### src/rtl/udp_rx_parser_pkg.sv
// Shared constants, FSM state type and big-endian field helpers for the UDP receive parser.
// Byte offsets are absolute positions in the Ethernet frame. The helpers reduce them to a
// byte lane of the current 64-bit beat.
package udp_rx_parser_pkg;

  localparam int unsigned DATA_WIDTH = 64;
  localparam int unsigned KEEP_WIDTH = DATA_WIDTH / 8;

  localparam logic [47:0] MAC_ADDR  = 48'h1A1B1C1D1E1F;
  localparam logic [47:0] BCAST_MAC = 48'hFFFFFFFFFFFF;
  localparam logic [15:0] LT        = 16'h0800;

  localparam int unsigned HDR_LEN   = 42;
  // Whole header beats; the last two header bytes spill into the first payload beat.
  localparam int unsigned HDR_BEATS = HDR_LEN / KEEP_WIDTH;

  localparam logic [7:0] IPV4_VER_IHL = 8'h45;
  localparam logic [7:0] IP_PROTO_UDP = 8'h11;

  localparam int unsigned OFF_DST_MAC  = 0;
  localparam int unsigned OFF_ETYPE    = 12;
  localparam int unsigned OFF_VER_IHL  = 14;
  localparam int unsigned OFF_PROTO    = 23;
  localparam int unsigned OFF_SRC_IP   = 26;
  localparam int unsigned OFF_DST_IP   = 30;
  localparam int unsigned OFF_SRC_PORT = 34;
  localparam int unsigned OFF_DST_PORT = 36;

  typedef enum logic [1:0] {
    StHdr,
    StPayload,
    StFlush,
    StDrop
  } state_e;

  // Byte at absolute frame offset 'off' taken from the beat that carries it.
  function automatic logic [7:0] get_byte(input logic [DATA_WIDTH-1:0] data,
                                          input int unsigned off);
    return 8'(data >> (8 * (off % KEEP_WIDTH)));
  endfunction

  function automatic logic [15:0] be16(input logic [DATA_WIDTH-1:0] data,
                                       input int unsigned off);
    return {get_byte(data, off), get_byte(data, off + 1)};
  endfunction

  function automatic logic [31:0] be32(input logic [DATA_WIDTH-1:0] data,
                                       input int unsigned off);
    return {be16(data, off), be16(data, off + 2)};
  endfunction

  function automatic logic [47:0] be48(input logic [DATA_WIDTH-1:0] data,
                                       input int unsigned off);
    return {be16(data, off), be32(data, off + 2)};
  endfunction

endpackage

### src/rtl/udp_rx_parser_if.sv
// 64-bit AXI-Stream bundle.
//   master: drives tdata/tkeep/tvalid/tlast, samples tready
//   slave : samples tdata/tkeep/tvalid/tlast, drives tready
interface udp_rx_parser_if;
  import udp_rx_parser_pkg::*;

  logic [DATA_WIDTH-1:0] tdata;
  logic [KEEP_WIDTH-1:0] tkeep;
  logic                  tvalid;
  logic                  tlast;
  logic                  tready;

  modport master (
    output tdata,
    output tkeep,
    output tvalid,
    output tlast,
    input  tready
  );

  modport slave (
    input  tdata,
    input  tkeep,
    input  tvalid,
    input  tlast,
    output tready
  );

endinterface

### src/rtl/udp_rx_parser_axis_realign_2b.sv
// Payload realignment datapath: the payload starts at byte lane 2 of the input, so six bytes
// are held over from each beat and joined with the first two bytes of the next one.
// Ports:
//   clk_i, rst_ni          clock, async active-low reset
//   in_data_i/in_keep_i/in_last_i  current accepted input beat
//   hold_load_i            capture input lanes 2..7 into the holdover register
//   emit_i                 load output with {input lanes 0..1, holdover}
//   flush_i                load output with the remaining holdover bytes as the last beat
//   m_tready_i             downstream ready
//   m_t*_o                 registered output stage
//   out_free_o             output stage can accept a new beat this cycle
module udp_rx_parser_axis_realign_2b
  import udp_rx_parser_pkg::*;
(
  input  logic                  clk_i,
  input  logic                  rst_ni,
  input  logic [DATA_WIDTH-1:0] in_data_i,
  input  logic [KEEP_WIDTH-1:0] in_keep_i,
  input  logic                  in_last_i,
  input  logic                  hold_load_i,
  input  logic                  emit_i,
  input  logic                  flush_i,
  input  logic                  m_tready_i,
  output logic [DATA_WIDTH-1:0] m_tdata_o,
  output logic [KEEP_WIDTH-1:0] m_tkeep_o,
  output logic                  m_tvalid_o,
  output logic                  m_tlast_o,
  output logic                  out_free_o
);

  localparam int unsigned HoldW = DATA_WIDTH - 16;
  localparam int unsigned HoldK = KEEP_WIDTH - 2;

  logic [HoldW-1:0]      hold_q, hold_d;
  logic [HoldK-1:0]      hold_keep_q, hold_keep_d;
  logic [DATA_WIDTH-1:0] data_q, data_d;
  logic [KEEP_WIDTH-1:0] keep_q, keep_d;
  logic                  valid_q, valid_d;
  logic                  last_q, last_d;

  assign out_free_o = ~valid_q | m_tready_i;

  always_comb begin
    hold_d      = hold_q;
    hold_keep_d = hold_keep_q;
    data_d      = data_q;
    keep_d      = keep_q;
    last_d      = last_q;
    valid_d     = valid_q & ~m_tready_i;

    if (hold_load_i) begin
      hold_d      = in_data_i[DATA_WIDTH-1:16];
      hold_keep_d = in_keep_i[KEEP_WIDTH-1:2];
    end

    if (emit_i) begin
      data_d  = {in_data_i[15:0], hold_q};
      keep_d  = {in_keep_i[1:0], {HoldK{1'b1}}};
      // Input lanes 2+ valid on the last beat means bytes remain for a flush beat.
      last_d  = in_last_i & ~in_keep_i[2];
      valid_d = 1'b1;
    end else if (flush_i) begin
      data_d  = {16'h0000, hold_q};
      keep_d  = {2'b00, hold_keep_q};
      last_d  = 1'b1;
      valid_d = 1'b1;
    end
  end

  always_ff @(posedge clk_i or negedge rst_ni) begin
    if (!rst_ni) begin
      hold_q      <= '0;
      hold_keep_q <= '0;
      data_q      <= '0;
      keep_q      <= '0;
      valid_q     <= 1'b0;
      last_q      <= 1'b0;
    end else begin
      hold_q      <= hold_d;
      hold_keep_q <= hold_keep_d;
      data_q      <= data_d;
      keep_q      <= keep_d;
      valid_q     <= valid_d;
      last_q      <= last_d;
    end
  end

  assign m_tdata_o  = data_q;
  assign m_tkeep_o  = keep_q;
  assign m_tvalid_o = valid_q;
  assign m_tlast_o  = last_q;

endmodule

### src/rtl/udp_rx_parser.sv
// Ethernet/IPv4/UDP receive parser. Checks the header of each 64-bit AXI-Stream frame,
// strips the 42-byte header and forwards the realigned UDP payload; counts passed/dropped frames.
// Ports:
//   clk_i, s_rst_n_i       clock, async active-low reset
//   en_i                   frame enable, sampled on the first header beat
//   dst_ipv4_addr_i        required destination IPv4 address
//   dst_udp_port_i         required destination UDP port
//   s_axis                 frame input (slave)
//   m_axis                 payload output (master)
//   src_ipv4_addr_o        source IPv4 of the last accepted frame
//   src_udp_port_o         source UDP port of the last accepted frame
//   pass_cnt_o/drop_cnt_o  frame counters, wrapping
module udp_rx_parser
  import udp_rx_parser_pkg::*;
(
  input  logic                  clk_i,
  input  logic                  s_rst_n_i,
  input  logic                  en_i,
  input  logic [31:0]           dst_ipv4_addr_i,
  input  logic [15:0]           dst_udp_port_i,
  udp_rx_parser_if.slave        s_axis,
  udp_rx_parser_if.master       m_axis,
  output logic [31:0]           src_ipv4_addr_o,
  output logic [15:0]           src_udp_port_o,
  output logic [31:0]           pass_cnt_o,
  output logic [31:0]           drop_cnt_o
);

  localparam logic [2:0] LastHdrBeat = 3'(HDR_BEATS - 1);

  state_e      state_q, state_d;
  logic [2:0]  beat_cnt_q, beat_cnt_d;
  logic        hdr_ok_q, hdr_ok_d;
  logic        en_q, en_d;
  logic        rdy_q;
  logic [31:0] sip_sh_q, sip_sh_d;
  logic [15:0] sport_sh_q, sport_sh_d;
  logic        first_q, first_d;
  logic        m_first_q, m_first_d;
  logic [31:0] m_sip_q, m_sip_d;
  logic [15:0] m_sport_q, m_sport_d;
  logic [31:0] src_ip_q, src_ip_d;
  logic [15:0] src_port_q, src_port_d;
  logic [31:0] pass_q, pass_d;
  logic [31:0] drop_q, drop_d;

  logic                  s_tready, s_fire, m_fire, out_free, beat_ok;
  logic                  hold_load, emit, flush;
  logic [DATA_WIDTH-1:0] d;
  logic [DATA_WIDTH-1:0] m_tdata;
  logic [KEEP_WIDTH-1:0] m_tkeep;
  logic                  m_tvalid, m_tlast;

  assign d        = s_axis.tdata;
  // rdy_q keeps tready low for the first cycle after reset release.
  assign s_tready = rdy_q & (state_q != StFlush) & ((state_q != StPayload) | out_free);
  assign s_fire   = s_axis.tvalid & s_tready;
  assign m_fire   = m_tvalid & m_axis.tready;

  // Header check for the beat currently presented.
  always_comb begin
    beat_ok = 1'b0;
    case (beat_cnt_q)
      3'd0: beat_ok = (be48(d, OFF_DST_MAC) == MAC_ADDR) || (be48(d, OFF_DST_MAC) == BCAST_MAC);
      3'd1: beat_ok = (be16(d, OFF_ETYPE) == LT) && (get_byte(d, OFF_VER_IHL) == IPV4_VER_IHL);
      3'd2: beat_ok = get_byte(d, OFF_PROTO) == IP_PROTO_UDP;
      3'd3: beat_ok = be16(d, OFF_DST_IP) == dst_ipv4_addr_i[31:16];
      3'd4: beat_ok = (be16(d, OFF_DST_IP + 2) == dst_ipv4_addr_i[15:0]) &&
                      (be16(d, OFF_DST_PORT) == dst_udp_port_i);
      default: beat_ok = 1'b0;
    endcase
  end

  always_comb begin
    state_d    = state_q;
    beat_cnt_d = beat_cnt_q;
    hdr_ok_d   = hdr_ok_q;
    en_d       = en_q;
    sip_sh_d   = sip_sh_q;
    sport_sh_d = sport_sh_q;
    first_d    = first_q;
    m_first_d  = m_first_q;
    m_sip_d    = m_sip_q;
    m_sport_d  = m_sport_q;
    src_ip_d   = src_ip_q;
    src_port_d = src_port_q;
    pass_d     = pass_q;
    drop_d     = drop_q;
    hold_load  = 1'b0;
    emit       = 1'b0;
    flush      = 1'b0;

    unique case (state_q)
      StHdr: begin
        if (s_fire) begin
          hdr_ok_d = ((beat_cnt_q == 3'd0) | hdr_ok_q) & beat_ok;
          if (beat_cnt_q == 3'd0) en_d = en_i;
          if (beat_cnt_q == 3'd3) sip_sh_d = be32(d, OFF_SRC_IP);
          if (beat_cnt_q == 3'd4) sport_sh_d = be16(d, OFF_SRC_PORT);
          if (s_axis.tlast) begin
            drop_d     = drop_q + 32'd1;
            beat_cnt_d = 3'd0;
          end else if (beat_cnt_q == LastHdrBeat) begin
            beat_cnt_d = 3'd0;
            first_d    = 1'b1;
            state_d    = (hdr_ok_d & en_q) ? StPayload : StDrop;
          end else begin
            beat_cnt_d = beat_cnt_q + 3'd1;
          end
        end
      end
      StPayload: begin
        // beat_cnt 0 marks the first payload beat: it only primes the holdover.
        if (s_fire) begin
          hold_load  = 1'b1;
          emit       = (beat_cnt_q != 3'd0);
          beat_cnt_d = 3'd1;
          if (s_axis.tlast) begin
            beat_cnt_d = 3'd0;
            if (s_axis.tkeep[2]) begin
              state_d = StFlush;
            end else begin
              state_d = StHdr;
              if (beat_cnt_q == 3'd0) drop_d = drop_q + 32'd1;
            end
          end
        end
      end
      StFlush: begin
        if (out_free) begin
          flush   = 1'b1;
          state_d = StHdr;
        end
      end
      StDrop: begin
        if (s_fire && s_axis.tlast) begin
          drop_d  = drop_q + 32'd1;
          state_d = StHdr;
        end
      end
      default: state_d = StHdr;
    endcase

    // Source fields travel with the first output beat so a stalled beat keeps its own frame's
    // values even while the next header is already being parsed.
    if (emit || flush) begin
      m_first_d = first_q;
      m_sip_d   = sip_sh_q;
      m_sport_d = sport_sh_q;
      first_d   = 1'b0;
    end
    if (m_fire && m_first_q) begin
      src_ip_d   = m_sip_q;
      src_port_d = m_sport_q;
    end
    if (m_fire && m_tlast) pass_d = pass_q + 32'd1;
  end

  always_ff @(posedge clk_i or negedge s_rst_n_i) begin
    if (!s_rst_n_i) begin
      state_q    <= StHdr;
      beat_cnt_q <= '0;
      hdr_ok_q   <= 1'b0;
      en_q       <= 1'b0;
      rdy_q      <= 1'b0;
      sip_sh_q   <= '0;
      sport_sh_q <= '0;
      first_q    <= 1'b0;
      m_first_q  <= 1'b0;
      m_sip_q    <= '0;
      m_sport_q  <= '0;
      src_ip_q   <= '0;
      src_port_q <= '0;
      pass_q     <= '0;
      drop_q     <= '0;
    end else begin
      state_q    <= state_d;
      beat_cnt_q <= beat_cnt_d;
      hdr_ok_q   <= hdr_ok_d;
      en_q       <= en_d;
      rdy_q      <= 1'b1;
      sip_sh_q   <= sip_sh_d;
      sport_sh_q <= sport_sh_d;
      first_q    <= first_d;
      m_first_q  <= m_first_d;
      m_sip_q    <= m_sip_d;
      m_sport_q  <= m_sport_d;
      src_ip_q   <= src_ip_d;
      src_port_q <= src_port_d;
      pass_q     <= pass_d;
      drop_q     <= drop_d;
    end
  end

  udp_rx_parser_axis_realign_2b u_realign (
    .clk_i       (clk_i),
    .rst_ni      (s_rst_n_i),
    .in_data_i   (s_axis.tdata),
    .in_keep_i   (s_axis.tkeep),
    .in_last_i   (s_axis.tlast),
    .hold_load_i (hold_load),
    .emit_i      (emit),
    .flush_i     (flush),
    .m_tready_i  (m_axis.tready),
    .m_tdata_o   (m_tdata),
    .m_tkeep_o   (m_tkeep),
    .m_tvalid_o  (m_tvalid),
    .m_tlast_o   (m_tlast),
    .out_free_o  (out_free)
  );

  assign s_axis.tready   = s_tready;
  assign m_axis.tdata    = m_tdata;
  assign m_axis.tkeep    = m_tkeep;
  assign m_axis.tvalid   = m_tvalid;
  assign m_axis.tlast    = m_tlast;
  assign src_ipv4_addr_o = src_ip_q;
  assign src_udp_port_o  = src_port_q;
  assign pass_cnt_o      = pass_q;
  assign drop_cnt_o      = drop_q;

endmodule
### src/flat_wrapper.sv
// flat-port wrapper written by rule: the top's interface ports become plain ports
module udp_rx_parser_flat import udp_rx_parser_pkg::*;
  (clk_i, s_rst_n_i, en_i, dst_ipv4_addr_i, dst_udp_port_i, src_ipv4_addr_o, src_udp_port_o, pass_cnt_o, drop_cnt_o, s_axis_tdata, s_axis_tkeep, s_axis_tvalid, s_axis_tlast, s_axis_tready, m_axis_tdata, m_axis_tkeep, m_axis_tvalid, m_axis_tlast, m_axis_tready);
  udp_rx_parser_if s_axis_i ();
  udp_rx_parser_if m_axis_i ();
  input  logic clk_i;
  input  logic s_rst_n_i;
  input  logic en_i;
  input  logic [31:0] dst_ipv4_addr_i;
  input  logic [15:0] dst_udp_port_i;
  output logic [31:0] src_ipv4_addr_o;
  output logic [15:0] src_udp_port_o;
  output logic [31:0] pass_cnt_o;
  output logic [31:0] drop_cnt_o;
  input wire logic [$bits(s_axis_i.tdata)-1:0] s_axis_tdata;
  input wire logic [$bits(s_axis_i.tkeep)-1:0] s_axis_tkeep;
  input wire logic [$bits(s_axis_i.tvalid)-1:0] s_axis_tvalid;
  input wire logic [$bits(s_axis_i.tlast)-1:0] s_axis_tlast;
  output wire logic [$bits(s_axis_i.tready)-1:0] s_axis_tready;
  output wire logic [$bits(m_axis_i.tdata)-1:0] m_axis_tdata;
  output wire logic [$bits(m_axis_i.tkeep)-1:0] m_axis_tkeep;
  output wire logic [$bits(m_axis_i.tvalid)-1:0] m_axis_tvalid;
  output wire logic [$bits(m_axis_i.tlast)-1:0] m_axis_tlast;
  input wire logic [$bits(m_axis_i.tready)-1:0] m_axis_tready;
  assign s_axis_i.tdata = s_axis_tdata;
  assign s_axis_i.tkeep = s_axis_tkeep;
  assign s_axis_i.tvalid = s_axis_tvalid;
  assign s_axis_i.tlast = s_axis_tlast;
  assign s_axis_tready = s_axis_i.tready;
  assign m_axis_tdata = m_axis_i.tdata;
  assign m_axis_tkeep = m_axis_i.tkeep;
  assign m_axis_tvalid = m_axis_i.tvalid;
  assign m_axis_tlast = m_axis_i.tlast;
  assign m_axis_i.tready = m_axis_tready;
  udp_rx_parser u_core (.clk_i(clk_i), .s_rst_n_i(s_rst_n_i), .en_i(en_i), .dst_ipv4_addr_i(dst_ipv4_addr_i), .dst_udp_port_i(dst_udp_port_i), .s_axis(s_axis_i), .m_axis(m_axis_i), .src_ipv4_addr_o(src_ipv4_addr_o), .src_udp_port_o(src_udp_port_o), .pass_cnt_o(pass_cnt_o), .drop_cnt_o(drop_cnt_o));
endmodule
### config.mk
export PLATFORM = sky130hd
export DESIGN_NAME = udp_rx_parser_flat
export DESIGN_NICKNAME = d
export VERILOG_FILES = /design/src/rtl/udp_rx_parser_pkg.sv /design/src/rtl/udp_rx_parser_if.sv /design/src/rtl/udp_rx_parser_axis_realign_2b.sv /design/src/rtl/udp_rx_parser.sv /design/src/flat_wrapper.sv
export SDC_FILE = /design/constraint.sdc
export NUM_CORES = 1
export LEC_CHECK = 0
export CORE_MARGIN = 4
export CORE_UTILIZATION = 53
export CTS_BUF_LIST = sky130_fd_sc_hd__clkbuf_2 sky130_fd_sc_hd__clkbuf_4 sky130_fd_sc_hd__clkbuf_8
export CTS_CLUSTER_DIAMETER = 30
export DETAILED_ROUTE_END_ITERATION = 16
export GPL_TIMING_DRIVEN = 1
export PLACE_DENSITY_LB_ADDON = 0.12
export SETUP_SLACK_MARGIN = 0.5
export SLEW_MARGIN = 40
export SYNTH_ARGS = -nofsm -noshare
export SYNTH_HDL_FRONTEND = slang
export SYNTH_SLANG_ARGS = --single-unit
### constraint.sdc
create_clock -name clk_i -period 3.15 [get_ports clk_i]
set_input_delay 0.63 -clock clk_i [delete_from_list [all_inputs] [get_ports clk_i]]
set_output_delay 0.63 -clock clk_i [all_outputs]
set_load 0.05 [all_outputs]
# Word-level counts from Yosys, hierarchy flattened

Index checks and enable logic that the tools add are counted.

Multiply operators: 0
Add/subtract/negate cells: 3
Shift operators: 0
Magnitude comparators: 0
Multiplexer cells: 44
Reductions and logical operators: 24
Bitwise gates (word level): 14
Div/mod/pow operators: 0
Equality and inequality tests: 28

Operator list:

| operator              | count |
|---|---|
| $mux 32               | 7 |
| $mux 64               | 2 |
| $pmux 32 s3           | 1 |
| $add 32x1->32 const B | 2 |
| $eq 16x16->1          | 3 |
| $eq 48x45->1 const B  | 1 |
| $eq 48x48->1 const B  | 1 |
| $mux 2                | 9 |
| $eq 16x12->1 const B  | 1 |
| $mux 1                | 16 |
| $mux 8                | 2 |
| $ne 2x1->1 const B    | 8 |
| $mux 3                | 4 |
| $reduce_and 3->1      | 4 |
| $ne 2x2->1 const B    | 5 |
| $reduce_bool 2->1     | 5 |
| $and 1x1->1           | 8 |
| $eq 8x5->1 const B    | 1 |
| $eq 8x7->1 const B    | 1 |
| $pmux 2 s4            | 1 |
| $reduce_and 8->1      | 1 |
| $reduce_and 7->1      | 1 |
| $eq 3x2->1 const B    | 2 |
| $pmux 3 s2            | 1 |
| other kinds (15)      | 26 |

Memories kept: 0
Latch bits: 0
Bits in read-only memories: 0
Bits in writable memories: 0
Output and inout bits: 187
Flip-flop bits (word level): 346

# Logic depth before layout (Yosys ltp)

Gate-level depths: netlist of run 1.

Depth after elaboration: 10
Depth in mapped cells: 10

# By module

Synthesis of run 1 repeated with hierarchy kept, for this count alone.

Cells, all modules: 1,012
Area, all modules: 14,430.1 µm²

By module, submodules not included:

| module                        | cells an instance | seq. area each (µm²) | area an instance (µm²) | times used |
|---|---|---|---|---|
| udp_rx_parser                 | 729               | 5,455.2              | 9,629.2                | 1 |
| udp_rx_parser_axis_realign_2b | 283               | 3,203.1              | 4,800.9                | 1 |

# Least setup slack after synthesis of run 1

OpenSTA, ideal clock, no wires.

Kind: reg2reg
Start: reg u_core.beat_cnt_q[0]
End: reg u_core.drop_q[21], in the netlist u_core.drop_cnt_o[21]
Path slack: 0.817 ns
Data arrival time: 2.193 ns
Path buffers: 0
Cell stages (with the launch flop): 8
Path through: dfrtp_1 inv_1 ha_1 or3b_4 a2111oi_4 nand3_2 or4_4 xnor2_2

Longest elaborated chain between the ends: 3

Ends and longest elaborated chain:

| element                           | RTL line             | RTL |
|---|---|---|
| from (decl)                       | udp_rx_parser.sv:32  | `logic [2:0] beat_cnt_q, beat_cnt_d;` |
| from (signal assigned)            | udp_rx_parser.sv:178 | `beat_cnt_q <= beat_cnt_d;` |
| $logic_not 3->1                   | udp_rx_parser.sv:124 | `if (beat_cnt_q == 3'd0) drop_d = drop_q + 32'd1;` |
| $ne 2x1->1 (no source line)       | n/a                  |  |
| $reduce_and 8->1 (no source line) | n/a                  |  |
| to (signal assigned)              | udp_rx_parser.sv:191 | `drop_q <= drop_d;` |
| to (decl)                         | udp_rx_parser.sv:45  | `logic [31:0] drop_q, drop_d;` |

Every way passes these cells.
A chain may end at the register's enable or synchronous reset.

# Worst setup path after layout of run 1

Start: in m_axis_tready
End: out s_axis_tready

Longest elaborated chain between the ends: 3

Ends and longest elaborated chain:

| element     | RTL line                            | RTL |
|---|---|---|
| from (decl) | flat_wrapper.sv:24                  | `input wire logic [$bits(m_axis_i.tready)-1:0] m_axis_tready;` |
| $or 1x1->1  | udp_rx_parser_axis_realign_2b.sv:41 | `assign out_free_o = ~valid_q \| m_tready_i;` |
| $or 1x1->1  | udp_rx_parser.sv:56                 | `assign s_tready = rdy_q & (state_q != StFlush) & ((state_q != StPayload) \| out_free);` |
| $and 1x1->1 | udp_rx_parser.sv:56                 |  |
| to (decl)   | flat_wrapper.sv:19                  | `output wire logic [$bits(s_axis_i.tready)-1:0] s_axis_tready;` |

Every way passes these cells.

==> impl_metrics.py, run 1 <==
metrics = {
    "run_status": {
        "outcome": "finished clean",
    },
    "placement": {
        "io_buffers": 312,
        "dpl.cell_count": 1703,
        "hpwl_mm": 26.9,
        "globalplace.congestion": 0.855,
    },
    "sta": {
        "tightestPinTransition_ps": 751,
        "grt_setup_unrepaired": "false",
        "setup_viol": 0,
        "slew_viol_final": 0,
        "maxSlewHeadroom_pct": 49.9,
        "min_period_over_period_pct": 81.3,
        "hold_viol": 0,
        "skew_ps": 23.5,
        "fin_crit_ps": 2560,
        "fmax_mhz": 390,
        "tns_ps": 0,
    },
    "clock_network": {
        "clockBufferDepth": 3,
        "clkLatencyLatePin_ps": 570,
        "cts_made_buffers": 67,
        "cts_setup_buffers": 0,
        "path_clk_slew_ps": 60,
        "tritoncts": "done",
        "clock_sinks": 346,
        "cts_root_buffer": "clkbuf_8",
        "h-tree-depth": 3,
    },
    "min_path": {
        "hold_path_class": "primary input to async pin",
    },
    "route": {
        "drtIter0Drc": 433,
        "via_count": 9930,
        "detail_route.wl_per_cell_microns": 20.8,
        "vias_per_cell": 5.45,
        "routed_wl_mm": 37.9,
        "antenna_left": 0,
        "drcViolationCount": 0,
        "dr.pass1.iters": 5,
    },
    "final_layout": {
        "final_common_cell": "dfrtp_1",
        "nets": 1564,
        "final_cell_mix": "dfrtp_1, clkdlybuf4s50_1, mux2_2",
        "area_delta_synth_final_pct": 36.4,
        "register_area_sq_um": 8660,
        "fillCellCount": 1830,
        "diodes": 0,
        "drive_gt1_share_pct": 28.4,
        "stdcell_count": 1823,
        "multi_input_area_sq_um": 5560,
    },
    "critical_path": {
        "critPathArrivalTime_ps": 1930,
        "cp_slowest_cell": "clkdlybuf4s50_1",
        "crit_fanout": 6,
        "critPathRequiredTime_ps": 2520,
        "cp-start-kind": "primary input",
        "path_cells": "clkdlybuf4s50_1, nor2b_2, nand2_1, and3_1, buf_4",
        "crit_path_end_kind": "output pin",
        "critical_path_class": "primary input to output pin",
        "critPathMaxStageDelay_ps": 500,
    },
    "die": {
        "ios": 313,
        "die_x_microns": 173,
        "core_area_sq_um": 26800,
        "dieArea_sq_um": 29800,
        "start_util_pct": 53.7,
        "die_height_microns": 173,
        "rows": 60,
    },
    "synth": {
        "syn-num-nets": 1195,
        "synth_cell_types": 49,
        "seq_area_frac_synth_pct": 60.2,
        "synth.avg_cell_area_sq_um": 13.5,
        "async_reset_ff_share_pct": 100,
        "synth_area_sq_um": 14400,
        "synth_top_flop_cell": "dfrtp_1",
        "ys_seq_elements": 346,
        "synth-edff-count": 0,
        "yosys_warnings": 0,
        "syn_inst": 1062,
    },
    "power": {
        "combPwrFrac_pct": 28.4,
        "powerDensity_nw_per_um2": 807,
        "leakage_nw": 8.96,
        "intPower_w": 0.0106,
        "clockPowerShare_pct": 31.0,
        "power_frac_seq_pct": 40.5,
        "switching_share_pct": 33.0,
        "vdd_drop_max_mv": 0.551,
        "switching_power_w": 0.00523,
    },
    "grt": {
        "grt_pass1_vias": 10564,
        "grt_max_degree": 75,
        "grt_pass1_wl_mm": 60.1,
        "grt_usage_pct": 25.4,
        "grt-ovfl-total": 0,
        "antenna_found_initial": 0,
    },
    "flow_run": {
        "cap_violations": 0,
    },
}
-- metrics by stage --
step / util [%] / hold slack [ps] / cell area, sq um / worst slack (ps) / power, W
finish: 73.2 / 16.0 / 19600 / 589 / 0.0158
global route: 73.2 / 64.5 / 19600 / 506 / 0.0166
CTS: 73.1 / 39.8 / 19600 / 501 / 0.0160
detailed placement: 67.4 / 465 / 18100 / 194 / 0.0110
global placement: 67.4 / 462 / 18100 / 277 / 0.0109
floorplan: - / 334 / 14400 / 817 / 0.00921
-- critical path, delay by kind of cell --
family                 cells  cell delay, ps
buffers and inverters      2             690
and+or+nand+nor            3             600
-- final timing paths --
check	startpoint	endpoint	slack, ps	cells after the start
worst min-delay path	s_rst_n_i	u_core.u_realign.m_tdata_o[17]	20	1
worst max register to register	u_core.beat_cnt_q[0]	u_core.drop_cnt_o[21]	610	7
worst min register to register	u_core.pass_cnt_o[17]	u_core.pass_cnt_o[17]	480	1
min in group clk_i	u_core.pass_cnt_o[17]	u_core.pass_cnt_o[17]	480	1
max in group asynchronous	s_rst_n_i	u_core.state_q[0]	2230	2
worst max-delay path	m_axis_tready	s_axis_tready	590	5
-- Yosys cell counts, types with 4 or more instances --
master	number	share of area (%)
nor2_1	36	0.94
inv_1	8	0.21
nor4_1	12	0.52
nand2_1	93	2.4
nor3_1	10	0.35
mux2_2	250	20
ha_1	7	0.61
and4_1	8	0.49
buf_4	4	0.21
o21ai_0	9	0.31
and3_1	10	0.43
buf_2	17	0.59
xor2_1	21	1.3
xnor2_1	88	5.4
clkbuf_1	11	0.29
dfrtp_1	346	60
nand4_1	38	1.7
nand3_1	50	1.7
-- layer usage --
layer | vias up | track usage, % | wire (microns)
met5 | - | 0 | 0
li1 | 4498 | - | -
met3 | 64 | 7.04 | 2770
met4 | 0 | 7.55 | 907
met2 | 308 | 41.8 | 18200
met1 | 5060 | 33.2 | 16000
-- registers in the layout (all words and copies together), names as in the netlist, 32 cells and up --
signal and count:
u_core.drop_cnt_o 32, u_core.m_sip_q 32, u_core.pass_cnt_o 32, u_core.sip_sh_q 32
u_core.src_ipv4_addr_o 32, u_core.u_realign.hold_q 48, u_core.u_realign.m_tdata_o 64
-- area by class of cell --
type,instances,area share [%]
Clock buffer,94,6.12
Sequential cell,346,44.2
Timing Repair Buffer,336,17.4
Tap cell,341,2.18
Multi-Input combinational cell,672,28.4
Inverter,8,0.153
Clock inverter,26,1.66
-- power by group through the flow --
stage | clock, W | combinational, W | sequential [W]
final | 0.00492 | 0.00450 | 0.00642
after global routing | 0.00526 | 0.00475 | 0.00658
after CTS | 0.00502 | 0.00454 | 0.00642
after detailed placement | 0 | 0.00452 | 0.00648
after global placement | 0 | 0.00444 | 0.00642
after floorplan | 0 | 0.00137 | 0.00783
-- kinds of logic (layout without fill, tap and decap cells) --
logic type               Yosys count  after routing  share of synthesized area (%)
multiplexers                     250            250                           19.6
XOR/XNOR                         110            110                           6.75
buffers and inverters             44            464                           1.45
AO/OA/AOI/OAI                     22             22                           1.40
AND/OR/NAND/NOR                  282            282                           9.99
flip-flops                       346            346                           60.2
other                              1              1                         0.0261
adder cells (fa/ha/maj)            7              7                          0.609
-- timing repair --
action / in CTS / in global routing
hold buffers: 0 / 0
pin swaps: 0 / 1
endpoints found under the setup margin: 2 / 100
gates resized for setup: 2 / 6
(Power assumes the default switching activity.)
==> inputs of run 2 (changes only) <==
clock period = 2.4 ns   (was 3.15 ns; I/O delays follow)
==> impl_metrics.py, run 2 (synthesized netlist as in run 1, its figures left out) <==
metrics = {
    "run_status": {
        "outcome": "finished clean",
    },
    "placement": {
        "dpl.cell_count": 1779,
        "globalplace.congestion": 0.880,
        "hpwl_mm": 28.2,
        "dp_slack_ps": -273,
        "io_buffers": 312,
    },
    "grt": {
        "grt-ovfl-total": 0,
        "grt_usage_pct": 27.9,
        "grt_max_degree": 61,
        "grt_pass1_vias": 11571,
        "antenna_found_initial": 2,
        "grt_pass1_wl_mm": 66.2,
    },
    "critical_path": {
        "crit_fanout": 3,
        "rr_startpoint": "u_core.beat_cnt_q[0]",
        "critical_path_class": "flip-flop to flip-flop",
        "cp-start-kind": "flip-flop",
        "critPathRequiredTime_ps": 2870,
        "crit_path_end_kind": "flip-flop",
        "critPathArrivalTime_ps": 2840,
        "cp-startpoint": "u_core.beat_cnt_q[0]",
    },
    "sta": {
        "slew_viol_final": 0,
        "fmax_mhz": 423,
        "timing.hold.ws_ps": 439,
        "grt_setup_unrepaired": "true",
        "tightestPinTransition_ps": 528,
        "tns_ps": 0,
        "hold_viol": 0,
        "maxSlewHeadroom_pct": 64.8,
        "fin_crit_ps": 2370,
        "setup_viol": 0,
        "min_period_over_period_pct": 98.6,
        "layout_setup_ws_ps": 34.4,
        "skew_ps": 37.8,
    },
    "final_layout": {
        "area_delta_synth_final_pct": 52.8,
        "final_common_cell": "dfrtp_1",
        "drive_gt1_share_pct": 49.5,
        "final_cell_mix": "dfrtp_1, mux2_2, clkdlybuf4s15_2",
        "nets": 1702,
        "stdcell_count": 1965,
        "largest_reg_flops": 64,
    },
    "clock_network": {
        "clock_sinks": 346,
        "clkLatencyLatePin_ps": 590,
        "path_clk_slew_ps": 60,
        "h-tree-depth": 3,
        "cts_root_buffer": "clkbuf_8",
        "cts_made_buffers": 76,
        "tritoncts": "done",
        "clockBufferDepth": 3,
    },
    "flow_run": {
        "cap_violations": 0,
    },
    "route": {
        "drtIter0Drc": 522,
        "routed_wl_mm": 44.8,
        "drcViolationCount": 0,
        "dr.pass1.iters": 5,
        "vias_per_cell": 5.50,
        "antenna_left": 0,
        "via_count": 10816,
        "detail_route.wl_per_cell_microns": 22.8,
    },
    "power": {
        "vdd_drop_max_mv": 0.770,
        "leakage_nw": 10.3,
        "powerDensity_nw_per_um2": 1040,
        "power.total_w": 0.0229,
    },
    "die": {
        "start_util_pct": 53.7,
        "dieArea_sq_um": 29800,
        "rows": 60,
        "die_height_microns": 173,
        "die_x_microns": 173,
        "ios": 313,
        "core_area_sq_um": 26800,
    },
    "min_path": {
        "hold_path_class": "primary input to async pin",
    },
}
==> run 2: cell type report <==
type | count | area (sq um)
Multi-Input combinational cell | 673 | 6170
Fill cell | 1484 | 4820
Timing Repair Buffer | 464 | 4820
Inverter | 8 | 30.0
Clock inverter | 35 | 554
Antenna cell | 1 | 2.50
Sequential cell | 346 | 8680
Clock buffer | 97 | 1290
Tap cell | 341 | 427
==> run 2: critical path: stages, from the launching register on <==
cell,delay [ps]
dfrtp_1,400
inv_2,110
ha_4,160
or3b_4,410
a2111oi_4,410
nand3_2,190
or4_4,460
xnor2_2,140
==> run 2: path summary, 6_finish.rpt <==
check | end | slack [ps] | cells after the start
min | u_core.src_ipv4_addr_o[7] | 440 | 2
min reg2reg | u_core.pass_cnt_o[9] | 480 | 1
max | u_core.drop_cnt_o[21] | 30 | 7
max reg2reg | u_core.drop_cnt_o[21] | 30 | 7
max in group asynchronous | u_core.pass_cnt_o[12] | 1060 | 3
min in group clk_i | u_core.u_realign.m_tkeep_o[6] | 450 | 3
==> run 2: routing by layer <==
layer  GRT usage, %  share of wire (%)  vias up
met3           7.48                6.4       79
met1           35.7                 40     5546
li1               -                  -     4779
met2           47.4                 51      410
met5              0              0.036        -
met4           7.52                2.5        2
==> run 2: what timing repair did <==
action	CTS	global route
hold buffers	1	0
cloned	6	9
resized for setup	639	175
hold endpoints to repair	47	0
setup buffers	23	14
pin swaps	17	22
endpoints found under the setup margin	358	205
==> run 2: per-stage QoR <==
step                      utilization [%]  instance area, sq um
after floorplan                         -                 14500
after global placement               70.1                 18800
after detailed placement             70.1                 18800
after CTS                            79.3                 21300
after global routing                 82.0                 22000
final                                82.0                 22000
==> run 2: power breakdown <==
part	switching, W	internal (W)	leakage (nW)
Combinational	0.00362	0.00288	4.71
Clock	0.00276	0.00505	0.935
Sequential	0.00107	0.00753	4.63
